`src/rtl/dual_issue_scheduler_if.sv`:
```
`default_nettype none
// ============================================================================
// Module      : dual_issue_scheduler_if
// Description : Bundle between the instruction buffer and the dual-issue
//               scheduler: two oldest slots in, launch flags and unit routing
//               out.
// Revision    : 1.0 - initial release
// ============================================================================
interface dual_issue_scheduler_if;
  logic       stop;
  logic       flush;

  logic       s1_valid;
  logic [1:0] s1_class;
  logic       s1_we;
  logic [4:0] s1_rd;
  logic [4:0] s1_rs1;
  logic [4:0] s1_rs2;
  logic       s1_use1;
  logic       s1_use2;

  logic       s2_valid;
  logic [1:0] s2_class;
  logic       s2_we;
  logic [4:0] s2_rd;
  logic [4:0] s2_rs1;
  logic [4:0] s2_rs2;
  logic       s2_use1;
  logic       s2_use2;

  logic       issue1;
  logic       issue2;
  logic       u0_valid;
  logic       u0_sel;
  logic       u0_num;
  logic       u1_valid;
  logic       u1_sel;
  logic       u1_num;

  // Instruction-buffer side
  modport master (
    output stop, flush,
    output s1_valid, s1_class, s1_we, s1_rd, s1_rs1, s1_rs2, s1_use1, s1_use2,
    output s2_valid, s2_class, s2_we, s2_rd, s2_rs1, s2_rs2, s2_use1, s2_use2,
    input  issue1, issue2, u0_valid, u0_sel, u0_num, u1_valid, u1_sel, u1_num
  );

  // Scheduler side
  modport slave (
    input  stop, flush,
    input  s1_valid, s1_class, s1_we, s1_rd, s1_rs1, s1_rs2, s1_use1, s1_use2,
    input  s2_valid, s2_class, s2_we, s2_rd, s2_rs1, s2_rs2, s2_use1, s2_use2,
    output issue1, issue2, u0_valid, u0_sel, u0_num, u1_valid, u1_sel, u1_num
  );
endinterface
`default_nettype wire

```
`src/rtl/dual_issue_scheduler.sv`:
```
`default_nettype none
// ============================================================================
// Module      : dual_issue_scheduler
// Description : Zero-latency dual-issue controller. Picks which of the two
//               oldest instructions launch, routes them to unit 0 (ALU+branch)
//               or unit 1 (ALU+memory), holds RAW hazards with a per-register
//               latency scoreboard and counts stall cycles.
// Revision    : 1.0 - initial release
// ============================================================================
module dual_issue_scheduler #(
  parameter int LAT_ALU = 1,
  parameter int LAT_MEM = 2,
  parameter int CNT_W   = 2,
  parameter int PERF_W  = 32
) (
  input  wire logic              clk,
  input  wire logic              rst,       // asynchronous, active-low
  dual_issue_scheduler_if.slave  bus,
  output logic [PERF_W-1:0]      stall_cnt
);

  localparam logic [1:0]       c_cls_br  = 2'b01;
  localparam logic [1:0]       c_cls_mem = 2'b10;
  localparam logic [CNT_W-1:0] c_ld_alu  = CNT_W'(LAT_ALU - 1);
  localparam logic [CNT_W-1:0] c_ld_mem  = CNT_W'(LAT_MEM - 1);

  logic [CNT_W-1:0]  w_cnt [32];
  logic [PERF_W-1:0] r_stall_cnt;

  logic w_s1_br, w_s1_mem, w_s1_alu;
  logic w_s2_br, w_s2_mem, w_s2_alu;
  logic w_s1_ready, w_s2_ready;
  logic w_raw, w_waw;
  logic w_s1_on_u1, w_s2_on_u1, w_s2_unit_ok;
  logic w_issue1, w_issue2;

  // x0 never carries a pending write
  assign w_cnt[0] = '0;

  assign w_s1_br  = (bus.s1_class == c_cls_br);
  assign w_s1_mem = (bus.s1_class == c_cls_mem);
  assign w_s1_alu = !w_s1_br && !w_s1_mem;
  assign w_s2_br  = (bus.s2_class == c_cls_br);
  assign w_s2_mem = (bus.s2_class == c_cls_mem);
  assign w_s2_alu = !w_s2_br && !w_s2_mem;

  // A source is ready when unused, x0, or its register has no pending write
  assign w_s1_ready = (!bus.s1_use1 || (w_cnt[bus.s1_rs1] == '0)) &&
                      (!bus.s1_use2 || (w_cnt[bus.s1_rs2] == '0));
  assign w_s2_ready = (!bus.s2_use1 || (w_cnt[bus.s2_rs1] == '0)) &&
                      (!bus.s2_use2 || (w_cnt[bus.s2_rs2] == '0));

  // Same-cycle hazards between the pair
  assign w_raw = bus.s1_we && (bus.s1_rd != 5'd0) &&
                 ((bus.s2_use1 && (bus.s2_rs1 == bus.s1_rd)) ||
                  (bus.s2_use2 && (bus.s2_rs2 == bus.s1_rd)));
  assign w_waw = bus.s1_we && bus.s2_we && (bus.s1_rd != 5'd0) &&
                 (bus.s1_rd == bus.s2_rd);

  // Slot1 ALU yields u0 when the younger slot holds a branch
  assign w_s1_on_u1 = w_s1_mem || (w_s1_alu && bus.s2_valid && w_s2_br);

  assign w_s2_unit_ok = w_s2_mem ? !w_s1_on_u1 :
                        w_s2_br  ?  w_s1_on_u1 : 1'b1;
  assign w_s2_on_u1   = w_s2_mem || (w_s2_alu && !w_s1_on_u1);

  assign w_issue1 = bus.s1_valid && !bus.stop && !bus.flush && w_s1_ready;
  assign w_issue2 = w_issue1 && bus.s2_valid && w_s2_ready && !w_s1_br &&
                    !w_raw && !w_waw && w_s2_unit_ok;

  // Outputs are held low for the whole time reset is asserted
  assign bus.issue1   = rst && w_issue1;
  assign bus.issue2   = rst && w_issue2;
  assign bus.u0_valid = rst && ((w_issue1 && !w_s1_on_u1) || (w_issue2 && !w_s2_on_u1));
  assign bus.u0_sel   = rst && w_issue2 && !w_s2_on_u1;
  assign bus.u0_num   = bus.u0_sel;
  assign bus.u1_valid = rst && ((w_issue1 && w_s1_on_u1) || (w_issue2 && w_s2_on_u1));
  assign bus.u1_sel   = rst && w_issue2 && w_s2_on_u1;
  assign bus.u1_num   = bus.u1_sel;

  for (genvar i = 1; i < 32; i++) begin : g_sb
    localparam logic [4:0] c_reg = 5'(i);
    logic             w_hit1;
    logic             w_hit2;
    logic [CNT_W-1:0] r_cnt;

    assign w_hit1   = w_issue1 && bus.s1_we && (bus.s1_rd == c_reg);
    assign w_hit2   = w_issue2 && bus.s2_we && (bus.s2_rd == c_reg);
    assign w_cnt[i] = r_cnt;

    // Load latency on an issuing write, otherwise count down to zero
    always_ff @(posedge clk or negedge rst) begin
      if (!rst) begin
        r_cnt <= '0;
      end else if (w_hit2) begin
        r_cnt <= w_s2_mem ? c_ld_mem : c_ld_alu;
      end else if (w_hit1) begin
        r_cnt <= w_s1_mem ? c_ld_mem : c_ld_alu;
      end else if (r_cnt != '0) begin
        r_cnt <= r_cnt - CNT_W'(1);
      end
    end
  end

  // Count cycles where the oldest instruction is present but held back
  always_ff @(posedge clk or negedge rst) begin
    if (!rst) begin
      r_stall_cnt <= '0;
    end else if (bus.s1_valid && !w_issue1) begin
      r_stall_cnt <= r_stall_cnt + PERF_W'(1);
    end
  end

  assign stall_cnt = r_stall_cnt;

endmodule
`default_nettype wire

```
`src/flat_wrapper.sv`:
```
// flat-port wrapper written by rule: the top's interface ports become plain ports
module dual_issue_scheduler_flat 
#(
  parameter int LAT_ALU = 1,
  parameter int LAT_MEM = 2,
  parameter int CNT_W   = 2,
  parameter int PERF_W  = 32
)
  (clk, rst, stall_cnt, bus_stop, bus_flush, bus_s1_valid, bus_s1_class, bus_s1_we, bus_s1_rd, bus_s1_rs1, bus_s1_rs2, bus_s1_use1, bus_s1_use2, bus_s2_valid, bus_s2_class, bus_s2_we, bus_s2_rd, bus_s2_rs1, bus_s2_rs2, bus_s2_use1, bus_s2_use2, bus_issue1, bus_issue2, bus_u0_valid, bus_u0_sel, bus_u0_num, bus_u1_valid, bus_u1_sel, bus_u1_num);
  dual_issue_scheduler_if bus_i ();
  input  wire logic clk;
  input  wire logic rst;
  output logic [PERF_W-1:0] stall_cnt;
  input wire logic [$bits(bus_i.stop)-1:0] bus_stop;
  input wire logic [$bits(bus_i.flush)-1:0] bus_flush;
  input wire logic [$bits(bus_i.s1_valid)-1:0] bus_s1_valid;
  input wire logic [$bits(bus_i.s1_class)-1:0] bus_s1_class;
  input wire logic [$bits(bus_i.s1_we)-1:0] bus_s1_we;
  input wire logic [$bits(bus_i.s1_rd)-1:0] bus_s1_rd;
  input wire logic [$bits(bus_i.s1_rs1)-1:0] bus_s1_rs1;
  input wire logic [$bits(bus_i.s1_rs2)-1:0] bus_s1_rs2;
  input wire logic [$bits(bus_i.s1_use1)-1:0] bus_s1_use1;
  input wire logic [$bits(bus_i.s1_use2)-1:0] bus_s1_use2;
  input wire logic [$bits(bus_i.s2_valid)-1:0] bus_s2_valid;
  input wire logic [$bits(bus_i.s2_class)-1:0] bus_s2_class;
  input wire logic [$bits(bus_i.s2_we)-1:0] bus_s2_we;
  input wire logic [$bits(bus_i.s2_rd)-1:0] bus_s2_rd;
  input wire logic [$bits(bus_i.s2_rs1)-1:0] bus_s2_rs1;
  input wire logic [$bits(bus_i.s2_rs2)-1:0] bus_s2_rs2;
  input wire logic [$bits(bus_i.s2_use1)-1:0] bus_s2_use1;
  input wire logic [$bits(bus_i.s2_use2)-1:0] bus_s2_use2;
  output wire logic [$bits(bus_i.issue1)-1:0] bus_issue1;
  output wire logic [$bits(bus_i.issue2)-1:0] bus_issue2;
  output wire logic [$bits(bus_i.u0_valid)-1:0] bus_u0_valid;
  output wire logic [$bits(bus_i.u0_sel)-1:0] bus_u0_sel;
  output wire logic [$bits(bus_i.u0_num)-1:0] bus_u0_num;
  output wire logic [$bits(bus_i.u1_valid)-1:0] bus_u1_valid;
  output wire logic [$bits(bus_i.u1_sel)-1:0] bus_u1_sel;
  output wire logic [$bits(bus_i.u1_num)-1:0] bus_u1_num;
  assign bus_i.stop = bus_stop;
  assign bus_i.flush = bus_flush;
  assign bus_i.s1_valid = bus_s1_valid;
  assign bus_i.s1_class = bus_s1_class;
  assign bus_i.s1_we = bus_s1_we;
  assign bus_i.s1_rd = bus_s1_rd;
  assign bus_i.s1_rs1 = bus_s1_rs1;
  assign bus_i.s1_rs2 = bus_s1_rs2;
  assign bus_i.s1_use1 = bus_s1_use1;
  assign bus_i.s1_use2 = bus_s1_use2;
  assign bus_i.s2_valid = bus_s2_valid;
  assign bus_i.s2_class = bus_s2_class;
  assign bus_i.s2_we = bus_s2_we;
  assign bus_i.s2_rd = bus_s2_rd;
  assign bus_i.s2_rs1 = bus_s2_rs1;
  assign bus_i.s2_rs2 = bus_s2_rs2;
  assign bus_i.s2_use1 = bus_s2_use1;
  assign bus_i.s2_use2 = bus_s2_use2;
  assign bus_issue1 = bus_i.issue1;
  assign bus_issue2 = bus_i.issue2;
  assign bus_u0_valid = bus_i.u0_valid;
  assign bus_u0_sel = bus_i.u0_sel;
  assign bus_u0_num = bus_i.u0_num;
  assign bus_u1_valid = bus_i.u1_valid;
  assign bus_u1_sel = bus_i.u1_sel;
  assign bus_u1_num = bus_i.u1_num;
  dual_issue_scheduler #(.LAT_ALU(LAT_ALU), .LAT_MEM(LAT_MEM), .CNT_W(CNT_W), .PERF_W(PERF_W)) u_core (.clk(clk), .rst(rst), .bus(bus_i), .stall_cnt(stall_cnt));
endmodule
```
`config.mk`:
```
export PLATFORM = sky130hd
export DESIGN_NAME = dual_issue_scheduler_flat
export DESIGN_NICKNAME = d
export VERILOG_FILES = /design/src/rtl/dual_issue_scheduler_if.sv /design/src/rtl/dual_issue_scheduler.sv /design/src/flat_wrapper.sv
export SDC_FILE = /design/constraint.sdc
export NUM_CORES = 1
export LEC_CHECK = 0
export BUFFER_PORTS_ARGS = -buffer_cell sky130_fd_sc_hd__buf_2
export CAP_MARGIN = 20
export CORE_MARGIN = 5
export CORE_UTILIZATION = 56
export CTS_BUF_LIST = sky130_fd_sc_hd__clkbuf_4
export CTS_CLUSTER_DIAMETER = 60
export DETAILED_ROUTE_END_ITERATION = 16
export GPL_TIMING_DRIVEN = 0
export PLACE_DENSITY = 0.89
export SKIP_LAST_GASP = 1
export SLEW_MARGIN = 20
export SYNTH_ARGS = -nofsm -noshare
export SYNTH_HDL_FRONTEND = slang
export SYNTH_SLANG_ARGS = --single-unit
```
`constraint.sdc`:
```
create_clock -name clk -period 2.3 [get_ports clk]
set_input_delay 0 -clock clk [delete_from_list [all_inputs] [get_ports clk]]
set_output_delay 0 -clock clk [all_outputs]
set_load 0.02 [all_outputs]
```
After elaboration in Yosys (flattened, before gate mapping)
Cells that the tools add are included.
W data, S select, Z words.
{ "op_classes": {"addsub": 32, "bitwise_logic": 4, "magnitude_cmp": 4, "muxes": 109, "reduce_logical": 189, "eq_ne": 69} }
{ "op_table": {"columns": ["operator", "n"], "rows": [
  ["$mux W2", 101],
  ["$eq A5 B5 Y1 const B", 32],
  ["$logic_and A1 B1 Y1", 98],
  ["$reduce_bool A3 Y1", 31],
  ["$eq A5 B4 Y1 const B", 16],
  ["$reduce_bool A2 Y1", 31],
  ["$sub A2 B1 Y2 const B", 31],
  ["$bmux W2 S5", 4],
  ["$eq A5 B3 Y1 const B", 8],
  ["$add A32 B1 Y32 const B", 1],
  ["$ge A6 B6 Y1 const B", 4],
  ["$not A5 Y6", 4],
  ["$eq A5 B2 Y1 const B", 4],
  ["$eq A5 B5 Y1", 3],
  ["$logic_not A1 Y1", 15],
  ["$eq A5 B1 Y1 const B", 2],
  ["$logic_or A1 B1 Y1", 9],
  ["$logic_not A2 Y1", 4],
  ["$reduce_bool A5 Y1", 1],
  ["$eq A2 B1 Y1 const B", 2],
  ["$eq A2 B2 Y1 const B", 2],
  ["$mux W1", 4]
]} }
{ "totals": {"out_inout_bits": 40, "inputBits": 46, "word_cells": 439, "register_bits": 94} }

Depth between registers and ports, before layout
{ "depth": {"word_depth": 17, "mapped_depth": 12, "ltp_nobuf": 9} }

Least setup slack after synthesis
Ideal clock, no wire load.
{ "synth_path": {"path_type": "register to output", "start": "register u_core.g_sb[18].r_cnt[0]", "end": "output port bus_u0_sel", "arrival_time_ns": 2.474, "path_buffers": 2, "required_ns": 2.300, "stages_incl_launch_ff": 11, "path_slack_ns": -0.174, "cell_sequence": "dfrtp_1 -> nor2_1 -> mux4_2 -> nor4_1 -> nor4_2 -> and4_4 -> buf_6 -> nand3_1 -> nand2b_1 -> nor2b_1 -> buf_4"} }
{ "synth_between": {"elab_chain_len": 15} }
{ "synth_rtl": {"columns": ["item", "line", "rtl"], "rows": [
  ["start, declared", "dual_issue_scheduler.sv:85", "logic [CNT_W-1:0] r_cnt;"],
  ["start signal, assigned", "dual_issue_scheduler.sv:96", "r_cnt <= w_s2_mem ? c_ld_mem : c_ld_alu;"],
  ["start signal, assigned", "dual_issue_scheduler.sv:98", "r_cnt <= w_s1_mem ? c_ld_mem : c_ld_alu;"],
  ["start signal, assigned", "dual_issue_scheduler.sv:100", "r_cnt <= r_cnt - CNT_W'(1);"],
  ["$bmux W2 S5 (on tied branches)", "dual_issue_scheduler.sv:48, dual_issue_scheduler.sv:49", null],
  ["$mux W2 (on tied branches) (2 in a row)", "dual_issue_scheduler.sv:48, dual_issue_scheduler.sv:49", null],
  ["$logic_not A2 Y1 (on tied branches)", "dual_issue_scheduler.sv:48, dual_issue_scheduler.sv:49", null],
  ["$logic_or A1 B1 Y1 (on tied branches)", "dual_issue_scheduler.sv:48, dual_issue_scheduler.sv:49", null],
  ["$logic_and A1 B1 Y1", "dual_issue_scheduler.sv:48", "assign w_s1_ready = (!bus.s1_use1 || (w_cnt[bus.s1_rs1] == '0)) &&"],
  ["$logic_and A1 B1 Y1", "dual_issue_scheduler.sv:67", "assign w_issue1 = bus.s1_valid && !bus.stop && !bus.flush && w_s1_ready;"],
  ["$logic_and A1 B1 Y1", "dual_issue_scheduler.sv:68", "assign w_issue2 = w_issue1 && bus.s2_valid && w_s2_ready && !w_s1_br &&"],
  ["$logic_and A1 B1 Y1 (*) (3 in a row)", "dual_issue_scheduler.sv:68", null],
  ["$logic_and A1 B1 Y1 (*) (2 in a row)", "dual_issue_scheduler.sv:69", "!w_raw && !w_waw && w_s2_unit_ok;"],
  ["$logic_and A1 B1 Y1 (*) (2 in a row)", "dual_issue_scheduler.sv:75", "assign bus.u0_sel = rst && w_issue2 && !w_s2_on_u1;"],
  ["end, declared", "flat_wrapper.sv:35", "output wire logic [$bits(bus_i.u0_sel)-1:0] bus_u0_sel;"]
]} }
Mark *: on every way between the ends. The rest lies on a longest branch, timed or not. The select of a mux whose other input is x is not followed.

Worst setup path in the final report
{ "layout_path": {"start": "register u_core.g_sb[31].r_cnt[0]", "end": "output port bus_u1_valid"} }
{ "layout_between": {"elab_chain_len": 16} }
{ "layout_rtl": {"columns": ["item", "line", "rtl"], "rows": [
  ["start, declared", "dual_issue_scheduler.sv:85", null],
  ["start signal, assigned", "dual_issue_scheduler.sv:96", null],
  ["start signal, assigned", "dual_issue_scheduler.sv:98", null],
  ["start signal, assigned", "dual_issue_scheduler.sv:100", null],
  ["$bmux W2 S5 (on tied branches)", "dual_issue_scheduler.sv:48, dual_issue_scheduler.sv:49", null],
  ["$mux W2 (on tied branches) (2 in a row)", "dual_issue_scheduler.sv:48, dual_issue_scheduler.sv:49", null],
  ["$logic_not A2 Y1 (on tied branches)", "dual_issue_scheduler.sv:48, dual_issue_scheduler.sv:49", null],
  ["$logic_or A1 B1 Y1 (on tied branches)", "dual_issue_scheduler.sv:48, dual_issue_scheduler.sv:49", null],
  ["$logic_and A1 B1 Y1", "dual_issue_scheduler.sv:48", null],
  ["$logic_and A1 B1 Y1", "dual_issue_scheduler.sv:67", null],
  ["$logic_and A1 B1 Y1 (4 in a row)", "dual_issue_scheduler.sv:68", null],
  ["$logic_and A1 B1 Y1 (2 in a row)", "dual_issue_scheduler.sv:69", null],
  ["$logic_and A1 B1 Y1", "dual_issue_scheduler.sv:77", "assign bus.u1_valid = rst && ((w_issue1 && w_s1_on_u1) || (w_issue2 && w_s2_on_u1));"],
  ["$logic_or A1 B1 Y1 (*)", "dual_issue_scheduler.sv:77", null],
  ["$logic_and A1 B1 Y1 (*)", "dual_issue_scheduler.sv:77", null],
  ["end, declared", "flat_wrapper.sv:37", "output wire logic [$bits(bus_i.u1_valid)-1:0] bus_u1_valid;"]
]} }
Marks and branches as above.

==> implementation parameters <==
Parameter                              Value

Route
  Number of vias per cell after detailed routing ... 6.564
  Average wire per standard cell ... 21.59 µm
  DR iter-0 viols ... 1161
  # DRC ... 0
  Count of nets left with antenna violations after detail routing ... 0
  Via count ... 7411
  Wirelength, routed ... 24380 µm
  Drt pass-1 iters ... 8

Global route
  Vias in the first global route ... 6943
  Global-route usage over all layers ... 28.37%
  Number of antenna violations at the first check in global routing ... 0
  Pin count of the biggest net entering global routing ... 80
  Wire length of the first global-routing pass ... 36050 µm
  Total gr overflow ... 0

Timing
  Count of final setup violators ... 102
  Shortest period the worst path allows ... 2.954 ns
  RSZ-0062 raised after global routing ... true
  Number of endpoints with negative hold slack in the final report ... 0
  Final max-slew violation count ... 0
  Tightest slew margin relative to the limit ... 48.74%
  Setup TNS after final layout ... -48.95 ns
  Least setup slack across all paths after layout ... -0.6544 ns
  Maximum operating frequency ... 338.5 MHz
  Max Clock Skew ... 0.03559 ns
  Final clock period utilization by the worst path ... 128.5%
  Worst Tran Pin Value ... 0.7689 ns

Worst setup path
  Maximum cell stage delay along the critical path ... 0.44 ns
  Critical path startpoint category ... register
  Startpoint-to-endpoint class of the critical path ... reg2out
  Most used cell, CP ... buf_4
  Biggest fanout along the worst timing path ... 4
  Cell with the largest stage delay on the worst path ... dfrtp_1
  Largest delay contributor family on the critical path ... simple AND/OR/NAND/NOR gates
  Category of the worst setup path capture point ... output pin
  Required time of the critical path ... 2.30 ns
  Arrival time at the worst endpoint ... 2.95 ns
  Combined buffer and inverter count along the critical path ... 4
  Ordered list of cells on the worst path ... nor2_4 -> mux4_2 -> nor3_1 -> nor4_2 -> and4_4 -> buf_8 -> nand3_4 -> buf_4 -> buf_6 -> a21oi_1 -> buf_4

Run status
  Outcome ... complete, but fails checks
  Failing checks ... negative setup slack

Die
  Initial Util ... 56.79%
  Number of rows in the core area ... 42
  Number of top-level pins ... 86
  Height of the die ... 125.7 µm
  Die Wd ... 125.7 µm
  Full die area ... 15790 µm²
  Core Box Area ... 13190 µm²

Yosys
  Xor-xnor portion of the synthesized cell area ... 9.103%
  Summed instance area of the synthesized netlist ... 7491 µm²
  Synthesis Warnings ... 0
  Combinational family with the most area after synthesis ... simple AND/OR/NAND/NOR gates
  Post-synthesis simple-gate area fraction ... 23.15%
  Post-synthesis adder-cell area fraction ... 6.013%
  Compound-Gate Fraction of Synth Area ... 5.930%
  Number of enable flip-flop cells after synthesis ... 0
  Synth cell types ... 65
  Syn_nets ... 895
  Syn Area/Cell ... 9.214 µm²
  Share of async-settable or async-resettable flops after synthesis ... 100.0%
  Top_reg_cell synth ... dfrtp_1
  Multiplexer share of the synthesized area ... 16.99%
  Number of standard cells after synthesis ... 813
  Total of flip-flops plus latches after synthesis ... 94
  Sequential area share after synthesis ... 31.40%

Power and ir drop
  Power density relative to cell area ... 1066 nW/µm²
  Static leakage power ... 4.495 nW
  Worst-case vdd ir drop ... 473.4 µV

Clock tree
  Clk slew on worst S/H paths ... 0.18 ns
  Clock latency reported for the late side of the worst-skew pair ... 0.51 ns
  Master cell of the clock root buffer ... clkbuf_4
  CTS tree ... yes
  Clock buffers created by TritonCTS ... 9
  Maximum count of clock buffers along a single path ... 2
  Sink count of the clock tree ... 94
  H-tree levels ... 3

Layout
  Most common cell after layout, fill and taps aside ... dfrtp_1
  Number of filler cells placed in the layout ... 901
  Share of cells above drive strength 1 ... 28.23%
  Number of diodes added for antenna fixing ... 0
  Commonest cells after routing, fill and taps aside ... dfrtp_1, inv_1, buf_2
  Layout overhead on the synthesized area ... 23.43%
  Final instance area ... 9246 µm²
  Net count, final ... 1030

Hold path
  Worst min path class ... in2reg

Place
  Worst Setup Slack post-DPL ... -0.8066 ns
  I/O Buffers ... 72
  Cell area after placement ... 8210 µm²
  Final weighted congestion in routability-driven placement ... 0.9750
  Post-detailed-placement half-perimeter wirelength ... 16060 µm

Flow run
  Max capacitance violation total ... 0
through the flow:
step                power [W]  hold slack [ns]  util, %  instances
finish               0.009852          0.02011    70.10       1129
global route          0.01054          0.05300    70.10       1129
CTS                  0.009257          -0.1417    67.33       1112
detailed placement   0.007845          -0.1518    62.25       1062
global placement     0.007519           0.4505    61.99       1061
floorplan            0.006636          -0.2956        -        813
state kept, by name, summed over array words and instances, names as in the netlist:
name               count
u_core.g_sb.r_cnt     62
u_core.stall_cnt      32
where the power goes:
group	internal [W]	switching [W]
combinational	0.00284	0.00290
clock	0.000259	0.000725
sequential	0.00235	0.000777
total	0.00545	0.00440
cells in the mapped netlist (3+ instances only):
cell type,count,area share (%)
or4_1,6,0.60
dfrtp_1,94,31
nand4_1,66,5.5
mux4_2,24,7.2
nor2b_1,7,0.58
nand2_1,60,3.0
nor3b_1,5,0.50
clkbuf_1,24,1.2
nand4b_1,8,0.94
buf_4,5,0.50
ha_1,36,6.0
mux2_2,3,0.45
nor2_1,42,2.1
inv_2,4,0.20
mux2i_1,66,8.8
nor3_1,16,1.1
nand2b_1,9,0.75
xnor2_1,56,6.5
xor2_1,20,2.3
buf_1,5,0.25
nand3_1,18,1.2
nor4_2,3,0.50
a21oi_1,7,0.47
buf_6,5,0.75
buf_2,12,0.80
nor4_1,5,0.42
o21ai_0,38,2.5
inv_1,74,3.7
and2_1,6,0.50
and3_1,41,3.4
kinds of logic (layout without fill, tap and decap cells):
kind of cell	after synthesis	in the layout
simple gates	309	309
buf+inv	129	269
mux	95	95
flops	94	94
xor+xnor	77	77
compound gates	73	73
fa+ha+maj	36	36
path summary, 6_finish.rpt:
path,startpoint,endpoint,slack [ns],depth (start not counted)
worst min register to register,u_core.stall_cnt[31],u_core.stall_cnt[31],0.49,1
worst min-delay path,bus_s2_rd[2],u_core.g_sb[10].r_cnt[0],0.02,4
worst max-delay path,u_core.g_sb[31].r_cnt[0],bus_u1_valid,-0.65,11
worst max register to register,u_core.g_sb[31].r_cnt[0],u_core.g_sb[4].r_cnt[1],-0.62,11
min in group asynchronous,rst,u_core.g_sb[2].r_cnt[1],0.03,3
max in group asynchronous,rst,u_core.g_sb[14].r_cnt[0],1.16,3
tightest hold or removal path: stages:
cell     delay [ns]
buf_2          0.12
nor2_1         0.13
nand4_1        0.17
mux2i_1        0.08
metal layers:
layer / track usage (%) / routed length (µm)
met1: 35.38 / 8900
met2: 45.85 / 11370
met3: 8.764 / 2917
met4: 12.05 / 1189
met5: 0 / 0
final cells by class:
type	count	area [µm²]	area share [%]
buffer	49	316.6	3.424
clock buffer	9	67.56	0.7307
clock inverter	7	75.07	0.8119
inverter	78	292.8	3.166
multi-input combinational	590	5020	54.29
sequential	94	2355	25.47
tap	176	220.2	2.382
timing repair buffer	126	899.6	9.729
what timing repair did:
item | in CTS | in global routing
pin swaps | 41 | 37
endpoints found under the setup margin | 102 | 102
setup buffers | 29 | 18
hold buffers | 3 | 1
resized for setup | 72 | 50
gates cloned | 3 | 0
hold endpoints to repair | 97 | 16
(Power assumes the default switching activity.)
